File: src/rtl/aes_stream_arbiter.sv
// Round-robin message arbiter in front of a single in-order AES engine.
// Engine results are routed back to the source channel through an ID FIFO kept in grant order.
`default_nettype none

module aes_stream_arbiter #(
    parameter int NUM_CH        = 4,
    parameter int DATA_WIDTH    = 128,
    parameter int ID_FIFO_DEPTH = 4,
    localparam int CH_W         = $clog2(NUM_CH)
) (
    input  logic                         clk,
    input  logic                         resetn,
    input  logic [NUM_CH-1:0]            s_tvalid,
    output logic [NUM_CH-1:0]            s_tready,
    input  logic [NUM_CH*DATA_WIDTH-1:0] s_tdata,
    input  logic [NUM_CH-1:0]            s_tlast,
    output logic                         m_tvalid,
    input  logic                         m_tready,
    output logic [DATA_WIDTH-1:0]        m_tdata,
    output logic                         m_tlast,
    output logic [CH_W-1:0]              m_tid,
    input  logic                         r_tvalid,
    output logic                         r_tready,
    input  logic [DATA_WIDTH-1:0]        r_tdata,
    input  logic                         r_tlast,
    output logic [NUM_CH-1:0]            o_tvalid,
    input  logic [NUM_CH-1:0]            o_tready,
    output logic [NUM_CH*DATA_WIDTH-1:0] o_tdata,
    output logic [NUM_CH-1:0]            o_tlast,
    output logic                         busy
);

    localparam int PTR_W = $clog2(ID_FIFO_DEPTH);

    typedef enum logic {IDLE, LOCK} state_t;

    state_t          state;
    logic [CH_W-1:0] grant;
    logic [CH_W-1:0] last_grant;
    logic [CH_W-1:0] arb_idx;
    logic            arb_found;
    logic [CH_W-1:0] head;

    logic [CH_W-1:0]  id_mem [ID_FIFO_DEPTH];
    logic [PTR_W-1:0] wr_ptr;
    logic [PTR_W-1:0] rd_ptr;
    logic [PTR_W:0]   count;

    logic fifo_full;
    logic fifo_empty;
    logic push;
    logic pop;
    logic msg_done;

    function automatic logic [CH_W-1:0] next_ch(input logic [CH_W-1:0] ch);
        return (ch == CH_W'(NUM_CH - 1)) ? '0 : ch + CH_W'(1);
    endfunction

    // Search starts one past the previous winner, so the last served channel has lowest priority.
    always_comb begin : arb_search
        logic [CH_W-1:0] cand;
        // NOTE: every variable written here gets a default first, so no latch can be inferred.
        arb_found = 1'b0;
        arb_idx   = '0;
        cand      = last_grant;
        for (int i = 0; i < NUM_CH; i++) begin
            cand = next_ch(cand);
            if (!arb_found && s_tvalid[cand]) begin
                arb_found = 1'b1;
                arb_idx   = cand;
            end
        end
    end

    // Fullness comes from the registered count only; a same-cycle pop never opens a grant.
    assign fifo_full  = (count == (PTR_W + 1)'(ID_FIFO_DEPTH));
    assign fifo_empty = (count == '0);
    assign push       = (state == IDLE) && arb_found && !fifo_full;
    assign head       = id_mem[rd_ptr];

    always_comb begin : m_path
        s_tready = '0;
        m_tvalid = 1'b0;
        m_tdata  = '0;
        m_tlast  = 1'b0;
        m_tid    = '0;
        if (state == LOCK) begin
            m_tvalid        = s_tvalid[grant];
            m_tdata         = s_tdata[grant*DATA_WIDTH +: DATA_WIDTH];
            m_tlast         = s_tlast[grant];
            m_tid           = grant;
            s_tready[grant] = m_tready;
        end
    end

    assign msg_done = (state == LOCK) && m_tvalid && m_tready && m_tlast;

    always_comb begin : r_path
        o_tvalid = '0;
        o_tdata  = '0;
        o_tlast  = '0;
        r_tready = 1'b0;
        if (!fifo_empty) begin
            o_tvalid[head]                           = r_tvalid;
            o_tdata[head*DATA_WIDTH +: DATA_WIDTH]   = r_tdata;
            o_tlast[head]                            = r_tlast;
            r_tready                                 = o_tready[head];
        end
    end

    assign pop  = !fifo_empty && r_tvalid && r_tready && r_tlast;
    assign busy = (state == LOCK) || !fifo_empty;

    // NOTE: registered state is written with non-blocking assignments only.
    always_ff @(posedge clk) begin
        if (!resetn) begin
            state      <= IDLE;
            grant      <= '0;
            last_grant <= CH_W'(NUM_CH - 1);
        end else begin
            case (state)
                IDLE: if (push) begin
                    grant <= arb_idx;
                    state <= LOCK;
                end
                LOCK: if (msg_done) begin
                    last_grant <= grant;
                    state      <= IDLE;
                end
                default: state <= IDLE;
            endcase
        end
    end

    always_ff @(posedge clk) begin
        if (!resetn) begin
            wr_ptr <= '0;
            rd_ptr <= '0;
            count  <= '0;
        end else begin
            if (push) wr_ptr <= wr_ptr + PTR_W'(1);
            if (pop)  rd_ptr <= rd_ptr + PTR_W'(1);
            case ({push, pop})
                2'b10:   count <= count + (PTR_W + 1)'(1);
                2'b01:   count <= count - (PTR_W + 1)'(1);
                default: count <= count;
            endcase
        end
    end

    // NOTE: ID storage is not reset; pointers and count alone decide which entries are valid.
    always_ff @(posedge clk) begin
        if (push) id_mem[wr_ptr] <= arb_idx;
    end

endmodule

`default_nettype wire

File: config.mk
export PLATFORM = sky130hd
export DESIGN_NAME = aes_stream_arbiter
export DESIGN_NICKNAME = d
export VERILOG_FILES = /design/src/rtl/aes_stream_arbiter.sv
export SDC_FILE = /design/constraint.sdc
export NUM_CORES = 1
export LEC_CHECK = 0
export ABC_AREA = 1
export CAP_MARGIN = 40
export CORE_AREA = 3 3 513 515
export DETAILED_ROUTE_END_ITERATION = 10
export DIE_AREA = 0 0 516 518
export HOLD_SLACK_MARGIN = 0.05
export MAX_ROUTING_LAYER = met4
export PLACE_DENSITY_LB_ADDON = 0.25
export REMOVE_ABC_BUFFERS = 1
export SYNTH_ARGS = -nofsm -noshare
export SYNTH_HDL_FRONTEND = slang
export SYNTH_SLANG_ARGS = --single-unit
export TNS_END_PERCENT = 30
File: constraint.sdc
create_clock -name clk -period 2.7 [get_ports clk]
set_input_delay 0.675 -clock clk [delete_from_list [all_inputs] [get_ports clk]]
set_output_delay 0.675 -clock clk [all_outputs]
set_load 0.01 [all_outputs]
==> results_dict.tcl, run 1 <==
set metrics [dict create \
    status "finished, violations left" \
    failed_checks "negative setup slack" \
    detail_route.wirelength_um 155000 \
    final_nets 3802 \
    multi_input_area_um2 8220 \
    netlist_area_um2 9500 \
    syn_area_per_cell_um2 6.07 \
    whs_path_depth 2 \
    grt_use_total_pct 11.1 \
    portBuffers 1314 \
    ys_warn_count 0 \
    initial_utilization_pct 3.67 \
    crit_type "reg -> out" \
    drive_above_1_share_pct 38.9 \
    via_per_inst 2.87 \
    synth-main-ff-cell "dfxtp_1" \
    instances_no_fill 6573 \
    ff_latch_area_um2 528 \
    ant_nets 0 \
    post_drt_wl_per_cell_um 23.5 \
    slew-limit-headroom_pct 63.5 \
    hold_viol 0 \
    grt_start_max_net_pins 33 \
    placed_cell_area_um2 29300 \
    fmaxAchievable_ghz 0.318 \
    synth_top_area_share_pct 24.5 \
    num_rows 187 \
    finish.utilization_pct 11.7 \
    finalCriticalPeriod_ns 3.15 \
    rsz0062_at_grt "yes" \
    setup_violations 644 \
    path_delay_family "buffers and inverters" \
    power_frac_comb_pct 94.4 \
    fin_ws_ns -0.448 \
    synth.largest_area_cell "nor3_2" \
    antenna_found_initial 100 \
    routed-via-count 18800 \
    final_cell_area_um2 30300 \
    dr.pass1.iters 5 \
    cp_slowest_cell "dfxtp_4" \
    die_w_um 516 \
    yosys.cell_count.top_type "nor2_1" \
    worstPathMaxFanout 16 \
    dp_cells 6462 \
    grt_pass1_vias 19400 \
    clk-insertion-delay-late_ns 0.25 \
    worst-path-buf-inv 6 \
    synthCells 1565 \
    synth_seq_cells 22 \
    cts_root_buf "clkbuf_16" \
    area_delta_synth_final_pct 219 \
    dieArea_um2 267000 \
    maxSlewViolCount 0 \
    pre_cts_slack_ns -0.804 \
    final.setup.tns_ns -180.91 \
    skew_ns 0.00120 \
    ff2ff_path_depth 18 \
    p_per_area_nw_per_um2 521 \
    worst_r2r_endpoint "count[2]" \
    cts_buffers 3 \
    async_reset_ff_share_pct 0 \
    cts_tree "done" \
    regToRegSetupSlack_ns 0.16 \
    start_kind "flip-flop" \
    required_ns 2.03 \
    max_stage_delay_ns 0.38 \
    synth_edf_count 8 \
    drv_cap 0 \
    dp_hpwl_um 131000 \
    clkPwrFrac_pct 2.6 \
    ys_seq_area_share_pct 5.48 \
    crit_cells 12 \
    synth_cell_types 34 \
    die_h_um 518 \
    hp-start "rd_ptr[1]" \
    holdWs_ns 0.490 \
    cp-end-kind "output port" \
    route.detailed.drc 0 \
    power_mw 15.8 \
    io_pins 1315 \
    drt_iter0_markers 776 \
    arrival_ns 2.47 \
    clkTransAtPathRegs_ns 0.06 \
    hold_buffers 0 \
    core_um2 259000 \
    power.internal_mw 7.32 \
    hold_path.class "reg -> reg" \
    worst_slew_pin_slew_ns 0.547 \
    grt_overflow 0 \
    fillers 30200 \
    fin_crit_sh_pct 117 \
    path_cells "inv_2, or2_0, nand2_2, nand2_4, ha_4, nor2_4, buf_6, inv_12, buf_6, nor3_2, buf_4, buf_4" \
    swShare_pct 53.7 \
    gp_congestion 0.885 \
    clkSinkCount 22 \
    synth_commonest_cells "nor2_1, a22oi_1, nor3_2" \
    power.switching_mw 8.47 \
    grt_pass1_wl_um 193000 \
    irDropWorstVdd_v 0.000572 \
    cts_buffer_depth 2 \
    cts_htree_levels 1 \
    seqPwrFrac_pct 2.9 \
    p_leak_nw 12.2 \
    synth_area_leaders "nor3_2, a22oi_1, nor2_1" \
]
==> worst max-delay path by stage <==
stage / startpoint / endpoint
CTS: flip-flop / o_tdata[101]
global route: flip-flop / o_tdata[161]
finish: flip-flop / o_tdata[366]
floorplan: flip-flop / o_tdata[128]
detailed placement: flip-flop / o_tdata[326]
global placement: flip-flop / o_tdata[326]
==> cells by family (layout without fill, tap and decap cells) <==
group	count (synthesis)	count (layout)	share of synthesized area, %
buffers and inverters	344	1911	16.7
other	0	39	0
AOI/OAI and AO/OA	411	411	28.6
and+or+nand+nor	775	775	47.5
xor gates and xnor gates	1	1	0.0922
adders and majority gates	12	12	1.66
DFF	22	22	5.48
==> worst reg2reg max path: stages, from the launching register on <==
cell and delay, ns:
dfxtp_4 0.38, inv_2 0.05, or2_0 0.21, nand2_2 0.09, nand2_4 0.08, inv_4 0.07, buf_6 0.10, buf_4 0.09
nand3_1 0.08, nand2_1 0.09, nand2_1 0.09, inv_1 0.09, ha_1 0.14, inv_1 0.06, fa_1 0.37, a21oi_1 0.14
o21ai_0 0.11, o21ai_0 0.15, a21oi_1 0.05
==> placed cells by master (no fill, tap or decap), types with 3 or more instances in the layout <==
cell             Yosys  layout
a21oi_1            140     136
a21oi_2              2       5
a22oi_1            256     241
a22oi_2              0      15
buf_12               0      63
buf_16               0      26
buf_2               68     278
buf_4               13     305
buf_6               21      69
buf_8                0      12
clkbuf_16            0      11
clkbuf_2             0      19
clkdlybuf4s15_1      0      18
clkdlybuf4s15_2      0      34
clkdlybuf4s50_1      0     783
dfxtp_1             14      10
dfxtp_2              0       3
diode_2              0      39
dlygate4sd2_1        0     116
edfxtp_1             8       8
ha_1                11       7
ha_4                 0       4
inv_1              167     161
inv_2                6       5
inv_4                0       3
nand2_1            187     181
nand2_2              6      10
nand2_4              2       4
nand3_1             15      14
nor2_1             291     212
nor2_2               2      53
nor2_4               2      30
nor3_1              27       9
nor3_2             233     219
nor3_4               0      32
o21ai_0              8       8
o21ai_2              3       3
==> power groups by stage <==
stage / clock [mW] / combinational (mW) / sequential, mW
2_1_floorplan: 0 / 3.91 / 0.456
3_3_place_gp: 0 / 12.6 / 0.465
3_5_place_dp: 0 / 12.5 / 0.464
4_1_cts: 0.428 / 14.2 / 0.462
5_1_grt: 0.449 / 15.9 / 0.470
6_report: 0.416 / 14.9 / 0.461
==> registers in the layout (all words and copies together) (netlist names), named ones only <==
name,cells
id_mem,8
count,3
grant,2
state,1
last_grant,2
rd_ptr,2
wr_ptr,2
==> per-layer routing <==
layer  part of all wire, %  vias to the layer above  GRT usage, %
met1                    31                     8882          9.49
met4                   5.7                        0          5.18
li1                      -                     8563             -
met5                     0                        -             -
met3                   6.8                      283          2.39
met2                    57                     1115          22.2
==> timing repair <==
action	CTS	global route
gates cloned	20	9
resized for setup	1518	477
hold endpoints to repair	0	0
pin swaps	27	17
setup buffers	24	19
endpoints found under the setup margin	648	652
==> final cells by class <==
| type | instances | share of cell area, % |
|---|---|---|
| timing repair inverter | 2 | 0.132 |
| sequential | 22 | 1.74 |
| antenna | 39 | 0.322 |
| timing repair buffer | 1732 | 53.9 |
| inverter | 173 | 2.34 |
| multi-input combinational | 1199 | 27.1 |
| clock inverter | 1 | 0.0991 |
| clock buffer | 3 | 0.248 |
| tap | 3402 | 14.1 |
(Power assumes the default switching activity.)
==> run 2: changes to the inputs <==
--- a/config.mk
+++ b/config.mk
@@ -7,9 +7,9 @@
 export LEC_CHECK = 0
 export ABC_AREA = 1
 export CAP_MARGIN = 40
-export CORE_AREA = 3 3 513 515
+export CORE_AREA = 3 3 517 519
 export DETAILED_ROUTE_END_ITERATION = 10
-export DIE_AREA = 0 0 516 518
+export DIE_AREA = 0 0 520 522
 export HOLD_SLACK_MARGIN = 0.05
 export MAX_ROUTING_LAYER = met4
 export PLACE_DENSITY_LB_ADDON = 0.25
==> constraint.sdc (replaced) <==
create_clock -name clk -period 4.1 [get_ports clk]
set_input_delay 1.025 -clock clk [delete_from_list [all_inputs] [get_ports clk]]
set_output_delay 1.025 -clock clk [all_outputs]
set_load 0.01 [all_outputs]
==> run 2 against run 1 <==
Count of clock-buffer cells in the layout is the same. The flow now finishes without violations. Largest power group unchanged. Worst hold slack got worse by 0.0099 ns. Sequential power fell by 34%. Combinational power is 50% lower. Global-route usage fell by 1.3 points. Flip-flop and latch count is the same.
==> results_dict.tcl, run 2 (synthesis gave the netlist of run 1 again) <==
set metrics [dict create \
    clkPwrFrac_pct 3.4 \
    drt_iter0_markers 768 \
    num_rows 188 \
    cp_common_cell "inv_2" \
    crit_path_end "o_tdata[138]" \
    swShare_pct 58.2 \
    detail_route.wirelength_um 140000 \
    cp_slowest_cell "clkdlybuf4s50_1" \
    gp_congestion 0.973 \
    clk-insertion-delay-late_ns 0.25 \
    grt_overflow 0 \
    fmaxAchievable_ghz 0.250 \
    final_cell_area_um2 28100 \
    cts_buffer_depth 2 \
    cts_root_buf "clkbuf_16" \
    final_nets 3546 \
    seqPwrFrac_pct 3.8 \
    slew-limit-headroom_pct 53.8 \
    largest_registers "id_mem x8, count x3" \
    p_leak_nw 9.55 \
    fin_crit_sh_pct 97.5 \
    dieArea_um2 271000 \
    crit_cells 11 \
    p_per_area_nw_per_um2 284 \
    skew_ns 0.00216 \
    required_ns 3.07 \
    io_pins 1315 \
    crit_type "reg -> out" \
    largest_register_ffs 8 \
    worst_r2r_endpoint "count[2]" \
    ff2ff_path_depth 14 \
    power_mw 7.97 \
    antenna_found_initial 72 \
    portBuffers 1314 \
    instances_no_fill 6420 \
    layout_commonest_cell "clkdlybuf4s50_1" \
    dp_hpwl_um 125000 \
    dr.pass1.iters 5 \
    grt_start_max_net_pins 64 \
    irDropWorstVdd_v 0.000248 \
    clkTransAtPathRegs_ns 0.06 \
    arrival_ns 2.97 \
    start_kind "flip-flop" \
    hold_viol 0 \
    grt_use_total_pct 9.71 \
    power_frac_comb_pct 92.7 \
    max_stage_delay_ns 0.60 \
    power.internal_mw 3.33 \
    fillers 30700 \
    finalCriticalPeriod_ns 4.00 \
    die_h_um 522 \
    area_delta_synth_final_pct 196 \
    core_um2 263000 \
    cp-end-kind "output port" \
    r2r-start "last_grant[0]" \
    power.switching_mw 4.63 \
    grt_pass1_wl_um 174000 \
    cts_buffers 3 \
    rsz0062_at_grt "yes" \
    maxSlewViolCount 0 \
    worst_slew_pin_slew_ns 0.693 \
    worst-path-buf-inv 5 \
    post_drt_wl_per_cell_um 21.8 \
    via_per_inst 2.72 \
    dp_cells 6377 \
    layout_common_cells "clkdlybuf4s50_1, nor2_1, a22oi_1, nor3_2, nand2_1" \
    grt_pass1_vias 18000 \
    status "complete, no violations" \
    path_delay_family "buffers and inverters" \
    clkSinkCount 22 \
    drv_cap 0 \
    final.setup.tns_ns 0 \
    setup_violations 0 \
    initial_utilization_pct 3.62 \
    drive_above_1_share_pct 16.1 \
    top_register "id_mem" \
    placed_cell_area_um2 27600 \
    cts_htree_levels 1 \
    worstPathMaxFanout 27 \
    path_cells "inv_2, or2_0, nand2_1, nand2_2, inv_2, ha_1, nand3_4, buf_12, buf_4, nor3_4, clkdlybuf4s50_1" \
    ant_nets 0 \
    die_w_um 520 \
    route.detailed.drc 0 \
    routed-via-count 17500 \
    regToRegSetupSlack_ns 1.33 \
    cts_tree "done" \
    hold_buffers 0 \
    hold_path.class "reg -> reg" \
]
run 2: cell type report:
class / instances / area, µm² / area share [%]
diodes: 29 / 72.6 / 0.258
clock buffers: 3 / 75.1 / 0.267
clock inverters: 1 / 30.0 / 0.107
inverters: 173 / 672 / 2.39
multi-input cells: 1199 / 7510 / 26.7
flip-flops and latches: 22 / 522 / 1.86
well taps: 3515 / 4400 / 15.7
repair buffers: 1478 / 14800 / 52.7
run 2: routing by layer:
| layer | up-vias | track usage (%) | share of wire (%) |
|---|---|---|---|
| met5 | - | - | 0 |
| li1 | 8018 | - | - |
| met2 | 1041 | 19.4 | 56 |
| met4 | 0 | 4.33 | 5.8 |
| met1 | 8230 | 8.52 | 32 |
| met3 | 205 | 2.20 | 6.8 |
run 2: timing repair:
action / 4_1_cts / 5_1_grt
buffers inserted: 1 / 6
pin swaps: 1 / 2
setup endpoints to repair: 122 / 147
gates cloned: 0 / 3
resized for setup: 17 / 41
run 2: worst min-delay path by stage:
stage,startpoint,slack [ns],cells past startpoint,endpoint
after floorplan,last_grant[1],0.43,2,last_grant[1]
after global placement,count[0],0.47,1,count[0]
after detailed placement,count[0],0.47,1,count[0]
after CTS,count[0],0.48,1,count[0]
after global routing,count[0],0.50,1,count[0]
final,count[0],0.48,1,count[0]
run 2: worst reg2reg max path, stage by stage (launching register included):
cell,delay (ns)
dfxtp_1,0.47
ha_1,0.29
nor2_4,0.08
o21ai_0,0.34
o21ai_2,0.11
inv_2,0.06
nand2_2,0.07
nand2_4,0.17
ha_1,0.17
inv_1,0.06
fa_1,0.38
a21oi_1,0.14
o21ai_0,0.11
o21ai_0,0.16
a21oi_1,0.05
run 2: power groups by stage:
stage / Combinational [mW] / Sequential [mW] / Clock [mW]
after floorplan: 2.71 / 0.301 / 0
after global placement: 7.49 / 0.311 / 0
final: 7.39 / 0.306 / 0.272
after detailed placement: 7.44 / 0.311 / 0
after global routing: 7.92 / 0.312 / 0.288
after CTS: 7.50 / 0.307 / 0.281
run 2: metrics by stage:
| step | hold WS, ns | worst slack (ns) | utilization [%] |
|---|---|---|---|
| global placement | 0.470 | -0.104 | 10.5 |
| CTS | 0.483 | -0.0373 | 10.6 |
| finish | 0.480 | 0.103 | 10.7 |
| floorplan | 0.433 | -6.96 | - |
| global route | 0.501 | -0.0115 | 10.7 |
| detailed placement | 0.472 | -0.0789 | 10.5 |
==> run 3: changes to the inputs <==
--- a/config.mk
+++ b/config.mk
@@ -5,11 +5,11 @@
 export SDC_FILE = /design/constraint.sdc
 export NUM_CORES = 1
 export LEC_CHECK = 0
-export ABC_AREA = 1
 export CAP_MARGIN = 40
-export CORE_AREA = 3 3 517 519
+export CORE_AREA = 2 2 506 508
+export CTS_CLUSTER_DIAMETER = 30
 export DETAILED_ROUTE_END_ITERATION = 10
-export DIE_AREA = 0 0 520 522
+export DIE_AREA = 0 0 508 510
 export HOLD_SLACK_MARGIN = 0.05
 export MAX_ROUTING_LAYER = met4
 export PLACE_DENSITY_LB_ADDON = 0.25
==> run 3 against run 2 <==
Clock skew is 0.0032 ns higher. Sequential share of layout area up 0.099 points. Non-clock buffer count shrank 71. Maximum frequency shrank 1.2%. Worst hold slack better by 0.0019 ns. Die area down 4.6%. Clock power about the same. Via count shrank 20%. Cell area fell by 2.8%. Routed wire length rose by 1.5%.
==> results_dict.tcl, run 3 <==
set metrics [dict create \
    finalCriticalPeriod_ns 4.05 \
    dr.pass1.iters 4 \
    grt_start_max_net_pins 64 \
    synth_edf_count 8 \
    hold_path.class "reg -> reg" \
    status "complete, no violations" \
    drv_cap 0 \
    initial_utilization_pct 3.47 \
    rsz0062_at_grt "yes" \
    ys_seq_area_share_pct 5.92 \
    clkTransAtPathRegs_ns 0.06 \
    seqPwrFrac_pct 8.4 \
    power.switching_mw 1.64 \
    syn_area_per_cell_um2 8.77 \
    synth_seq_cells 22 \
    cts_buffers 3 \
    cp_slowest_cell "clkdlybuf4s50_1" \
    clkSinkCount 22 \
    route.detailed.drc 0 \
    final.setup.tns_ns 0 \
    power_frac_comb_pct 84.7 \
    portBuffers 1314 \
    synth.largest_area_cell "and2_1" \
    grt_use_total_pct 10.4 \
    worstPathMaxFanout 28 \
    grt_overflow 0 \
    top_register "id_mem" \
    die_w_um 508 \
    cp_common_cell "buf_12" \
    synth_commonest_cells "and2_1, mux4_2, clkbuf_1" \
    synthCells 1003 \
    ys_warn_count 0 \
    crit_type "reg -> out" \
    largest_registers "id_mem x8, count x3" \
    synth_cell_types 38 \
    start_kind "flip-flop" \
    skew_ns 0.00535 \
    cts_root_buf "clkbuf_16" \
    largest_register_ffs 8 \
    max_stage_delay_ns 0.57 \
    cp-end-kind "output port" \
    cts_buffer_depth 2 \
    setup_violations 0 \
    antenna_found_initial 170 \
    dp_hpwl_um 129000 \
    gp_congestion 0.891 \
    synth_compound_gate_area_share_pct 0.868 \
    ant_nets 0 \
    detail_route.wirelength_um 142000 \
    clkPwrFrac_pct 6.9 \
    hold_buffers 0 \
    synth_simple_gate_area_share_pct 49.4 \
    drt_iter0_markers 690 \
    clk-insertion-delay-late_ns 0.26 \
    synth_top_family_by_area "simple AND/OR/NAND/NOR gates" \
    arrival_ns 3.02 \
    required_ns 3.07 \
    core_um2 253000 \
    grt_pass1_wl_um 168000 \
    yosys.cell_count.top_type "and2_1" \
    p_per_area_nw_per_um2 145 \
    cts_htree_levels 1 \
    p_leak_nw 11.4 \
    slew-limit-headroom_pct 52.3 \
    fin_crit_sh_pct 98.7 \
    drive_above_1_share_pct 11.5 \
    synth_top_area_share_pct 46.3 \
    fmaxAchievable_ghz 0.247 \
    num_rows 185 \
    worst_slew_pin_slew_ns 0.716 \
    worst-path-buf-inv 3 \
    synth_xor_area_share_pct 0.299 \
    maxSlewViolCount 0 \
    layout_common_cells "clkdlybuf4s50_1, and2_1, dlymetal6s2s_1, mux4_2, buf_4" \
    synth_area_leaders "and2_1, mux4_2, dfxtp_1" \
    layout_commonest_cell "clkdlybuf4s50_1" \
    dieArea_um2 259000 \
    swShare_pct 41.6 \
    io_pins 1315 \
    die_h_um 510 \
    area_delta_synth_final_pct 211 \
    irDropWorstVdd_v 0.000150 \
    path_cells "mux4_2, ha_4, nand2_1, nor4_4, buf_12, buf_12, and2_1, clkdlybuf4s50_1" \
    finish.utilization_pct 10.8 \
    path_delay_family "buffers and inverters" \
    cts_tree "done" \
    grt_pass1_vias 13800 \
    synth-main-ff-cell "dfxtp_1" \
    synthAdderAreaFrac_pct 1.79 \
    via_per_inst 2.44 \
    async_reset_ff_share_pct 0 \
    hold_viol 0 \
    routed-via-count 14000 \
    final_nets 2981 \
    power.internal_mw 2.31 \
    synth.area.mux_share_pct 35.1 \
    netlist_area_um2 8800 \
    post_drt_wl_per_cell_um 24.7 \
]
-- run 3: changes by cell type after synthesis, moves of 12 or more --
cell / change
buf_2: -44
and2_1: +650
nor2_1: -282
mux4_2: +132
nor3_2: -231
nand2_1: -179
a21oi_1: -137
inv_1: -159
a22oi_1: -256
nand3_1: -12
clkbuf_2: +21
nor3_1: -24
clkbuf_1: -24
-- run 3: per-layer routing --
metal  track usage [%]  up-vias  part of all wire (%)
met3              3.59      206                   9.1
met1              9.70     6616                    33
met4              2.20        0                   2.7
met5                 -        -                     0
li1                  -     6102                     -
met2              20.2     1075                    55
-- run 3: layout make-up --
type                       instances  area, µm²
antenna                           61        153
clock buffer                       3       75.1
clock inverter                     1       30.0
fill                           29300     226000
inverter                           9       36.3
multi-input combinational        869       7750
sequential                        22        534
tap                             3366       4210
timing repair buffer            1407      14500
-- run 3: what timing repair did --
action	in CTS	in global routing
gates cloned	1	4
buffers inserted	8	6
pin swaps	1	2
setup endpoints to repair	374	249
gates resized for setup	72	141
-- run 3: power by group through the flow --
stage / logic, mW / clock network [mW] / registers [mW]
after global routing: 3.54 / 0.291 / 0.338
after detailed placement: 3.33 / 0 / 0.338
final: 3.34 / 0.274 / 0.331
after global placement: 3.35 / 0 / 0.338
after CTS: 3.39 / 0.279 / 0.334
after floorplan: 1.09 / 0 / 0.395
-- run 3: metrics by stage --
step / cells / power [mW] / setup slack, ns / hold WS, ns / instance area, µm²
floorplan: 900 / 1.49 / -3.25 / 0.445 / 8250
global placement: 5654 / 3.69 / 0.104 / 0.470 / 26400
detailed placement: 5654 / 3.67 / 0.135 / 0.472 / 26400
CTS: 5666 / 4.00 / -0.0256 / 0.487 / 26600
global route: 5729 / 4.17 / -0.0615 / 0.522 / 27300
finish: 5738 / 3.95 / 0.0541 / 0.482 / 27300
-- run 3: tightest hold or removal path, delay by kind of cell, from the launching register on --
| family | cells | cell delay, ns |
|---|---|---|
| muxes | 1 | 0.07 |
| and+or+nand+nor | 1 | 0.06 |
| DFF | 1 | 0.33 |
-- run 3: path summary, 6_finish.rpt --
check,startpoint,to,slack (ns),depth (start not counted)
hold reg to reg,last_grant[1],last_grant[1],0.48,2
hold / removal,last_grant[1],last_grant[1],0.48,2
setup reg to reg,id_mem[0][1],count[2],0.99,11
setup / recovery,id_mem[0][1],o_tdata[446],0.05,8
-- run 3: kinds of logic (layout without fill, tap and decap cells) --
family / after synthesis / in the layout
other: 0 / 61
xor gates and xnor gates: 3 / 3
buffers and inverters: 112 / 1420
DFF: 22 / 22
muxes: 143 / 143
and+or+nand+nor: 700 / 700
AOI/OAI and AO/OA: 11 / 11
adders and majority gates: 12 / 12
